<file path="src/rtl/alu_pkg.sv">
// Shared constants and types for the ALU issue stage.
// Defines ALU opcodes, RV32 major opcodes, buffer states and the issue bundle.
package alu_pkg;

   localparam logic [3:0] ALU_OP_ADD     = 4'b0000;
   localparam logic [3:0] ALU_OP_SLL     = 4'b0001;
   localparam logic [3:0] ALU_OP_SLT     = 4'b0010;
   localparam logic [3:0] ALU_OP_SLTU    = 4'b0011;
   localparam logic [3:0] ALU_OP_XOR     = 4'b0100;
   localparam logic [3:0] ALU_OP_SRL     = 4'b0101;
   localparam logic [3:0] ALU_OP_OR      = 4'b0110;
   localparam logic [3:0] ALU_OP_AND     = 4'b0111;
   localparam logic [3:0] ALU_OP_SUB     = 4'b1000;
   localparam logic [3:0] ALU_OP_SRA     = 4'b1101;
   localparam logic [3:0] ALU_OP_ILLEGAL = 4'b1111;

   localparam logic [6:0] RV_OP     = 7'b0110011;
   localparam logic [6:0] RV_OP_IMM = 7'b0010011;
   localparam logic [6:0] RV_LUI    = 7'b0110111;
   localparam logic [6:0] RV_AUIPC  = 7'b0010111;

   localparam logic [6:0] F7_BASE = 7'b0000000;
   localparam logic [6:0] F7_ALT  = 7'b0100000;

   typedef enum logic [1:0] {
      BUF_EMPTY = 2'd0,
      BUF_ONE   = 2'd1,
      BUF_FULL  = 2'd2
   } buf_state_e;

   typedef struct packed {
      logic [31:0] op1;
      logic [31:0] op2;
      logic [3:0]  opcode;
      logic [4:0]  rd;
      logic        illegal;
   } issue_t;

   function automatic logic is_shift(input logic [3:0] op);
      return (op == ALU_OP_SLL) || (op == ALU_OP_SRL) ||
             (op == ALU_OP_SRA);
   endfunction

endpackage

</file>
<file path="src/rtl/alu_issue_decode.sv">
// Combinational RV32I OP/OP-IMM/LUI/AUIPC decoder producing an issue_t.
// Ports: instr_in, rs1_data_in, rs2_data_in, pc_in -> dec_out.
// Macro ALU_ISSUE_ILLEGAL_CHK_EN: flag unsupported encodings as illegal.
module alu_issue_decode
   import alu_pkg::*;
#(
   parameter int XLEN = 32
) (
   input  logic [XLEN-1:0] instr_in,
   input  logic [XLEN-1:0] rs1_data_in,
   input  logic [XLEN-1:0] rs2_data_in,
   input  logic [XLEN-1:0] pc_in,
   output issue_t          dec_out
);

   logic [6:0]  maj;
   logic [2:0]  f3;
   logic [6:0]  f7;
   logic [31:0] imm_i;
   logic [31:0] imm_u;
   logic        is_op;
   logic        is_imm;
   logic        is_lui;
   logic        is_auipc;

   assign maj      = instr_in[6:0];
   assign f3       = instr_in[14:12];
   assign f7       = instr_in[31:25];
   assign imm_i    = {{20{instr_in[31]}}, instr_in[31:20]};
   assign imm_u    = {instr_in[31:12], 12'b0};
   assign is_op    = (maj == RV_OP);
   assign is_imm   = (maj == RV_OP_IMM);
   assign is_lui   = (maj == RV_LUI);
   assign is_auipc = (maj == RV_AUIPC);

   logic        bad;
   logic [31:0] op1;
   logic [31:0] op2;
   logic [3:0]  opc;
   logic        ill;

   always_comb begin
      bad = 1'b0;
      op1 = rs1_data_in;
      op2 = rs2_data_in;
      opc = ALU_OP_ADD;
      ill = 1'b0;
      unique case (1'b1)
         is_op: begin
            if (f7 == F7_BASE)
               opc = {1'b0, f3};
            else if (f7 == F7_ALT && f3 == 3'b000)
               opc = ALU_OP_SUB;
            else if (f7 == F7_ALT && f3 == 3'b101)
               opc = ALU_OP_SRA;
            else
               bad = 1'b1;
         end
         is_imm: begin
            op2 = imm_i;
            if (f3 == 3'b001 && f7 != F7_BASE)
               bad = 1'b1;
            else if (f3 == 3'b101 && f7 == F7_ALT)
               opc = ALU_OP_SRA;
            else if (f3 == 3'b101 && f7 != F7_BASE)
               bad = 1'b1;
            else
               opc = {1'b0, f3};
         end
         is_lui: begin
            op1 = '0;
            op2 = imm_u;
         end
         is_auipc: begin
            op1 = pc_in;
            op2 = imm_u;
         end
         default: bad = 1'b1;
      endcase
      // ALU shifts by the whole op2, so only the 5-bit amount may pass
      if (is_shift(opc))
         op2 = {27'b0, op2[4:0]};
      if (bad) begin
         op1 = rs1_data_in;
         op2 = rs2_data_in;
`ifdef ALU_ISSUE_ILLEGAL_CHK_EN
         opc = ALU_OP_ILLEGAL;
         ill = 1'b1;
`else
         opc = ALU_OP_ADD;
`endif
      end
      dec_out = '{op1: op1, op2: op2, opcode: opc,
                  rd: instr_in[11:7], illegal: ill};
   end

endmodule

</file>
<file path="src/rtl/alu_issue_stage.sv">
// ALU issue stage: decode plus 2-entry skid buffer with valid/ready.
// Ports: clk_in, rst_in, flush_in; upstream instr/rs1/rs2/pc, valid_in,
// ready_out; downstream op1/op2/opcode/rd/illegal, valid_out, ready_in.
// Macro ALU_ISSUE_ILLEGAL_CHK_EN enables illegal-encoding flagging.
module alu_issue_stage
   import alu_pkg::*;
#(
   parameter int XLEN = 32
) (
   input  logic            clk_in,
   input  logic            rst_in,
   input  logic            flush_in,
   input  logic [XLEN-1:0] instr_in,
   input  logic [XLEN-1:0] rs1_data_in,
   input  logic [XLEN-1:0] rs2_data_in,
   input  logic [XLEN-1:0] pc_in,
   input  logic            valid_in,
   output logic            ready_out,
   output logic [XLEN-1:0] op1_out,
   output logic [XLEN-1:0] op2_out,
   output logic [3:0]      opcode_out,
   output logic [4:0]      rd_out,
   output logic            illegal_out,
   output logic            valid_out,
   input  logic            ready_in
);

   buf_state_e state_q, state_d;
   issue_t     main_q, main_d;
   issue_t     skid_q, skid_d;
   issue_t     dec;
   logic       accept;
   logic       deliver;

   alu_issue_decode #(.XLEN(XLEN)) u_dec (
      .instr_in    (instr_in),
      .rs1_data_in (rs1_data_in),
      .rs2_data_in (rs2_data_in),
      .pc_in       (pc_in),
      .dec_out     (dec)
   );

   assign accept  = valid_in & ready_out;
   assign deliver = valid_out & ready_in;

   always_ff @(posedge clk_in) begin
      if (rst_in) begin
         state_q <= BUF_EMPTY;
         main_q  <= '0;
         skid_q  <= '0;
      end else begin
         state_q <= state_d;
         main_q  <= main_d;
         skid_q  <= skid_d;
      end
   end

   always_comb begin
      state_d = state_q;
      main_d  = main_q;
      skid_d  = skid_q;
      if (flush_in) begin
         state_d = BUF_EMPTY;
         main_d  = '0;
         skid_d  = '0;
      end else begin
         unique case (state_q)
            BUF_EMPTY: begin
               if (accept) begin
                  main_d  = dec;
                  state_d = BUF_ONE;
               end
            end
            BUF_ONE: begin
               if (accept && deliver) begin
                  main_d = dec;
               end else if (accept) begin
                  // main is stalled: park the new beat behind it
                  skid_d  = dec;
                  state_d = BUF_FULL;
               end else if (deliver) begin
                  state_d = BUF_EMPTY;
               end
            end
            BUF_FULL: begin
               if (deliver) begin
                  main_d  = skid_q;
                  state_d = BUF_ONE;
               end
            end
            default: state_d = BUF_EMPTY;
         endcase
      end
   end

   always_comb begin
      ready_out   = (state_q != BUF_FULL);
      valid_out   = (state_q != BUF_EMPTY);
      op1_out     = main_q.op1;
      op2_out     = main_q.op2;
      opcode_out  = main_q.opcode;
      rd_out      = main_q.rd;
      illegal_out = main_q.illegal;
   end

endmodule

</file>
<file path="config.mk">
export PLATFORM = sky130hd
export DESIGN_NAME = alu_issue_stage
export DESIGN_NICKNAME = d
export VERILOG_FILES = /design/src/rtl/alu_pkg.sv /design/src/rtl/alu_issue_decode.sv /design/src/rtl/alu_issue_stage.sv
export SDC_FILE = /design/constraint.sdc
export NUM_CORES = 1
export LEC_CHECK = 0
export BUFFER_PORTS_ARGS = -buffer_cell sky130_fd_sc_hd__buf_2
export CORE_UTILIZATION = 52
export DETAILED_ROUTE_END_ITERATION = 12
export MAX_ROUTING_LAYER = met4
export PLACE_DENSITY = 0.92
export SYNTH_ARGS = -nofsm -noshare
export SYNTH_HDL_FRONTEND = slang
export SYNTH_SLANG_ARGS = --single-unit
</file>
<file path="constraint.sdc">
create_clock -name clk_in -period 2.19 [get_ports clk_in]
set_input_delay 0.1095 -clock clk_in [delete_from_list [all_inputs] [get_ports clk_in]]
set_output_delay 0.1095 -clock clk_in [all_outputs]
set_load 0.05 [all_outputs]
</file>
Word level (Yosys, flattened, before mapping)
Index checks and enable logic that the tools add are counted.
{"block": "op_classes", "muxes": 30, "eq_ne": 18, "bitwise": 3, "reduce_logical": 18}
{"op": "$mux 74", "count": 3}
{"op": "$pmux 74 s3", "count": 1}
{"op": "$pmux 32 s2", "count": 2}
{"op": "$mux 32", "count": 3}
{"op": "$mux 4", "count": 6}
{"op": "$eq 7x6->1 const B", "count": 3}
{"op": "$eq 7x5->1 const B", "count": 2}
{"op": "$mux 2", "count": 5}
{"op": "$ne 2x2->1 const B", "count": 5}
{"op": "$pmux 4 s2", "count": 1}
{"op": "$reduce_and 4->1", "count": 2}
{"op": "$logic_not 7->1", "count": 1}
{"op": "$reduce_bool 7->1", "count": 1}
{"op": "$mux 1", "count": 6}
{"op": "$pmux 2 s3", "count": 1}
{"op": "$logic_and 1x1->1", "count": 5}
{"op": "$eq 4x1->1 const B", "count": 1}
{"op": "$eq 4x3->1 const B", "count": 1}
{"op": "$eq 4x4->1 const B", "count": 1}
{"op": "$reduce_or 2->1", "count": 2}
{"op": "$eq 3x1->1 const B", "count": 1}
{"op": "$eq 3x3->1 const B", "count": 1}
{"op": "$logic_not 3->1", "count": 1}
{"op": "$mux 3", "count": 1}
{"op": "11 further kinds", "count": 13}
{"block": "totals", "reg_bits": 149, "wordCells": 79, "output_inout_bits": 76, "inputBits": 133}

Longest topological paths before layout
{"block": "logic_depth", "ltp_word": 13, "ltp_mapped": 8, "mapped_depth_nobuf": 5}

Hierarchy
From an unflattened synthesis, not the netlist that was laid out.
{"block": "unflattened", "hier_cells": 963, "area_unflattened_um2": 7817.5}
{"module": "alu_issue_stage", "n_inst": 1, "seq_area_each_um2": 3002.9, "area_per_inst_um2": 6332.3, "cells_each": 685}
{"module": "alu_issue_decode", "n_inst": 1, "seq_area_each_um2": 0.0, "area_per_inst_um2": 1485.2, "cells_each": 278}

Worst setup path after synthesis
OpenSTA, ideal clock, no wires.
{"block": "synth_timing", "path_type": "reg-to-reg", "start": "reg state_q[1]", "end": "reg main_q, in the netlist opcode_out[2]", "setup_time_ns": 0.070, "arrival_time_ns": 1.946, "setup_slack_ns": 0.174, "path_buffers": 3, "t_required_ns": 2.120, "synth_period_minus_slack_ns": 2.016, "path_stages_with_launch": 8, "cell_sequence": "dfxtp_1 nor2b_1 buf_2 inv_1 clkbuf_1 clkbuf_1 o2111ai_1 a21oi_1"}
{"block": "synth_via", "elab_chain_cells": 5, "word_cells_on_any_way": 14, "classes_between": "eq/ne: 6; mux: 1; bitwise: 2; reduce/logical: 5"}
{"item": "from (decl)", "line_no": "alu_issue_stage.sv:28", "rtl": "buf_state_e state_q, state_d;"}
{"item": "from (signal assigned)", "line_no": "alu_issue_stage.sv:52", "rtl": "state_q <= state_d;"}
{"item": "$ne 2x2->1 (*)", "line_no": "alu_issue_stage.sv:97", "rtl": "ready_out = (state_q != BUF_FULL);"}
{"item": "via ready_out", "line_no": "alu_issue_stage.sv:18", "rtl": "output logic ready_out,"}
{"item": "$and 1x1->1 (*)", "line_no": "alu_issue_stage.sv:43", "rtl": "assign accept = valid_in & ready_out;"}
{"item": "$logic_and 1x1->1", "line_no": "alu_issue_stage.sv:75", "rtl": "if (accept && deliver) begin"}
{"item": "$ne 2x2->1 (no line)"}
{"item": "$reduce_and 4->1 (no line) (*)"}
{"item": "to (signal assigned)", "line_no": "alu_issue_stage.sv:53", "rtl": "main_q <= main_d;"}
{"item": "to (decl)", "line_no": "alu_issue_stage.sv:29", "rtl": "issue_t main_q, main_d;"}
The timed path passes the listed nets; every way through them passes the cells marked *.
A chain may end at the register's enable or synchronous reset.

Worst setup path after layout
{"block": "layout_timing", "start": "in instr_in[4]", "end": "reg skid_q[10] in the netlist's numbering"}
{"block": "layout_via", "elab_chain_cells": 5, "word_cells_on_any_way": 9, "classes_between": "eq/ne: 4; mux: 4; reduce/logical: 1"}
{"item": "from (decl)", "line_no": "alu_issue_stage.sv:13", "rtl": "input logic [XLEN-1:0] instr_in,"}
{"item": "$eq 7x5->1 / $eq 7x6->1 (equally long branches)", "line_no": "alu_issue_decode.sv:34, alu_issue_decode.sv:33"}
{"item": "$reduce_or 2->1 (no line)"}
{"item": "$pmux 32 s2", "line_no": "alu_issue_decode.sv:48", "rtl": "unique case (1'b1)"}
{"item": "$mux 32", "line_no": "alu_issue_decode.sv:81", "rtl": "if (is_shift(opc))"}
{"item": "$mux 32 (*)", "line_no": "alu_issue_decode.sv:83", "rtl": "if (bad) begin"}
{"item": "to (signal assigned)", "line_no": "alu_issue_stage.sv:54", "rtl": "skid_q <= skid_d;"}
{"item": "to (decl)", "line_no": "alu_issue_stage.sv:30", "rtl": "issue_t skid_q, skid_d;"}
Every way passes the cells marked *; elsewhere a longest branch is shown, timed or not.

==> reports/metrics.cfg <==
[setup_path]
rr_worst_depth=5
crit_path_start_kind=input pin
critical_path_arrival_ns=2.32
worst-path-max-fanout=7
critPathTopFamily=simple AND/OR/NAND/NOR gates
crit_chain=buf_2 -> nand3_1 -> or4_1 -> or2_1 -> buf_4 -> nand2_1 -> a31oi_1 -> dlygate4sd3_1
timing_worst_setup_path_type=in -> reg
worstSetupPathDepth=8
required_ns=2.50
path_buf_inv=3
crit_path_max_incr_delay_ns=0.60
setup.worst_path.end_class=flip-flop
critPathSlowestCell=or4_1

[power_and_ir_drop]
p_per_area_mw_per_mm2=721
share_of_power_burned_in_combinational_logic=0.142
pwr-share-seq=0.415
max-vdd-ir-drop_mv=0.492
static-leakage-power_nw=3.62
switchingPower_mw=1.78
clockPowerShare=0.443
power.switching_fraction=0.264
power_report.internal_total_mw=4.96

[routing]
via_count=8111
routed.top_layer=met4
routed_wl_um=24100
drt.antenna.violating_nets=0
drc_errors=0
routed_wire_length_per_instance_um=19.0
detail_route.vias_per_cell=6.39
detailedRoute.firstIterationViolations=1004
firstDrtPassIters=6
dr_wl_met3_um=2090
met1Wirelength_um=9310
met2_length_um=11100

[clocking]
htreeDepth=4
cts.path.max_buffers=2
clk_transition_reported_paths_ns=0.06
clk-insertion-delay-late_ns=0.43
clock-root-buffer=clkbuf_16
numClockSinks=148
numCtsBuffers=17
post_cts_setup_repair_buffer_count=0
clock_tree_from_tritoncts=yes

[global_routing]
grt_pass1_wl_um=39200
first_global_vias=7851
grt_antenna_before_repair=0
gr-usage-all-layers=0.361
gr-total-overflow=0
largest_net_degree_at_the_start_of_global_routing=49

[yosys]
synthesis.area_sq_mm=0.00707
synth-edff-count=0
synthFlopType=dfxtp_1
synth.largest_area_cell=dfxtp_1
yosys_warnings=0
synth.avg_cell_area_sq_um=8.15
synth_top_area_share=0.419
yosysUniqueCellTypes=50
share_of_async_settable_or_async_resettable_flops_after_synthesis=0
ys_seq_area_frac=0.419
synth_cells=867
synth.area.top_cells=dfxtp_1 42%, o21ai_0 7.1%, a211oi_1 7.0%
post_synthesis_net_count=1000
yosys_register_bits=148

[timing]
skew_ns=0.00459
finalSetupTns_ns=0
fin_ws_ns=0.178
timing.final.crit_share=0.919
setup_viol=0
tightestPinTransition_ns=0.689
clock.fmax_mhz=497
final-max-slew-violation-count=0
timing.max_slew.rel_slack=0.541
min_period_ns=2.01
hold_violations=0
grt_setup_unrepaired=no

[die]
initial_core_util=0.534
chipWidth_um=119
dieHeight_um=119
io-pin-count=209
core_sq_mm=0.0132
std_cell_rows=42
dieArea_sq_mm=0.0141

[final_layout]
fin_nets=1214
area.growth.synth_to_final_pct=32.1
finish.instance_area_sq_mm=0.00934
layout_common_cells=207 x buf_2, 148 x dfxtp_1, 100 x o21ai_0
layout.cells.non_filler=1269
drive_above_1_share=0.297
n_antenna_cell=0
fillers=1023
layout.core_utilization=0.705
mostFrequentLayoutCell=buf_2

[run_status]
run_status=complete, no violations

[placement]
preCtsSetupSlack_ns=0.132
postPlaceCellArea_sq_mm=0.00834
place.gp.congestion=0.888
dp_hpwl_um=14900
number_of_instances_in_the_placed_design=1198
port_buffers=207

[hold_path]
whs_path_depth=3
hp-class=in -> reg

[run]
cap_violations=0

## metal layers
layer  global-route usage  up-vias
met5                    -        -
met4                0.234        0
met3               0.0893      176
met2                0.547      566
met1                0.425     3699
li1                     -     3670
## repair_timing
item	CTS	global route
endpoints found under the hold margin	53	0
setup endpoints to repair	0	1
gates resized for setup	0	1
hold buffers	40	0
## synthesized netlist by cell type (3+ instances only)
master and number:
a211oi_1 66, a21oi_1 60, a21oi_2 3, a22oi_1 7, a311oi_1 11, a31oi_1 6
and3_1 6, buf_2 6, clkbuf_1 77, dfxtp_1 148, inv_1 4, nand2_1 62
nand2b_1 5, nand3_1 38, nand4_1 9, nor2_1 49, nor2b_1 7, nor3_1 36
nor3b_1 34, o2111ai_1 13, o2111ai_2 10, o211ai_1 35, o21ai_0 100, o21ai_1 14
o22ai_1 7, or2_2 20, or3_1 6
## area by class of cell
type	instances	area, sq um	share of cell area
multi-input combinational	626	3770	0.403
sequential	148	2960	0.317
clock inverter	11	133	0.0142
timing repair buffer	284	1780	0.190
inverter	4	15.0	0.00161
clock buffer	20	467	0.0500
tap	176	220	0.0236
## stage by stage
stage               power [mW]  hold slack [ns]
global route              6.93           0.0109
CTS                       6.70         0.000417
finish                    6.74          0.00759
global placement          3.70            0.366
floorplan                 3.38            0.245
detailed placement        3.72            0.370
## sequential cells by signal (all words and copies together), names as in the netlist
signal,flops
op1_out,32
rd_out,5
state_q,2
skid_q,73
opcode_out,4
op2_out,32
## tightest hold or removal path, delay by kind of cell
kind / cells / cell delay, ns
AO/OA/AOI/OAI: 2 / 0.19
buffers and inverters: 1 / 0.10
## power groups by stage
stage	combinational (mW)	sequential, mW	clock, mW
2_1_floorplan	0.338	3.04	0
3_3_place_gp	0.853	2.85	0
3_5_place_dp	0.868	2.85	0
4_1_cts	0.929	2.80	2.98
5_1_grt	1.01	2.80	3.12
6_report	0.953	2.80	2.99
## worst paths after layout
path              slack [ns]                 endpoint                     from
setup / recovery        0.18  skid_q[10]$_SDFFE_PP0P_              instr_in[4]
hold / removal         0.008  skid_q[35]$_SDFFE_PP0P_          rs2_data_in[25]
setup reg to reg        0.18  op2_out[2]$_SDFFE_PP0P_  state_q[0]$_SDFFE_PP0P_
hold reg to reg         0.45  skid_q[34]$_SDFFE_PP0P_  skid_q[34]$_SDFFE_PP0P_
## cells by family (layout without fill, tap and decap cells)
kind of cell    Yosys count  in the layout  synth area share
simple gates            284            284             0.209
compound gates          341            341             0.318
other cells               1              1          0.000531
flops                   148            148             0.419
buf+inv                  93            319            0.0536
(Power assumes the default switching activity.)
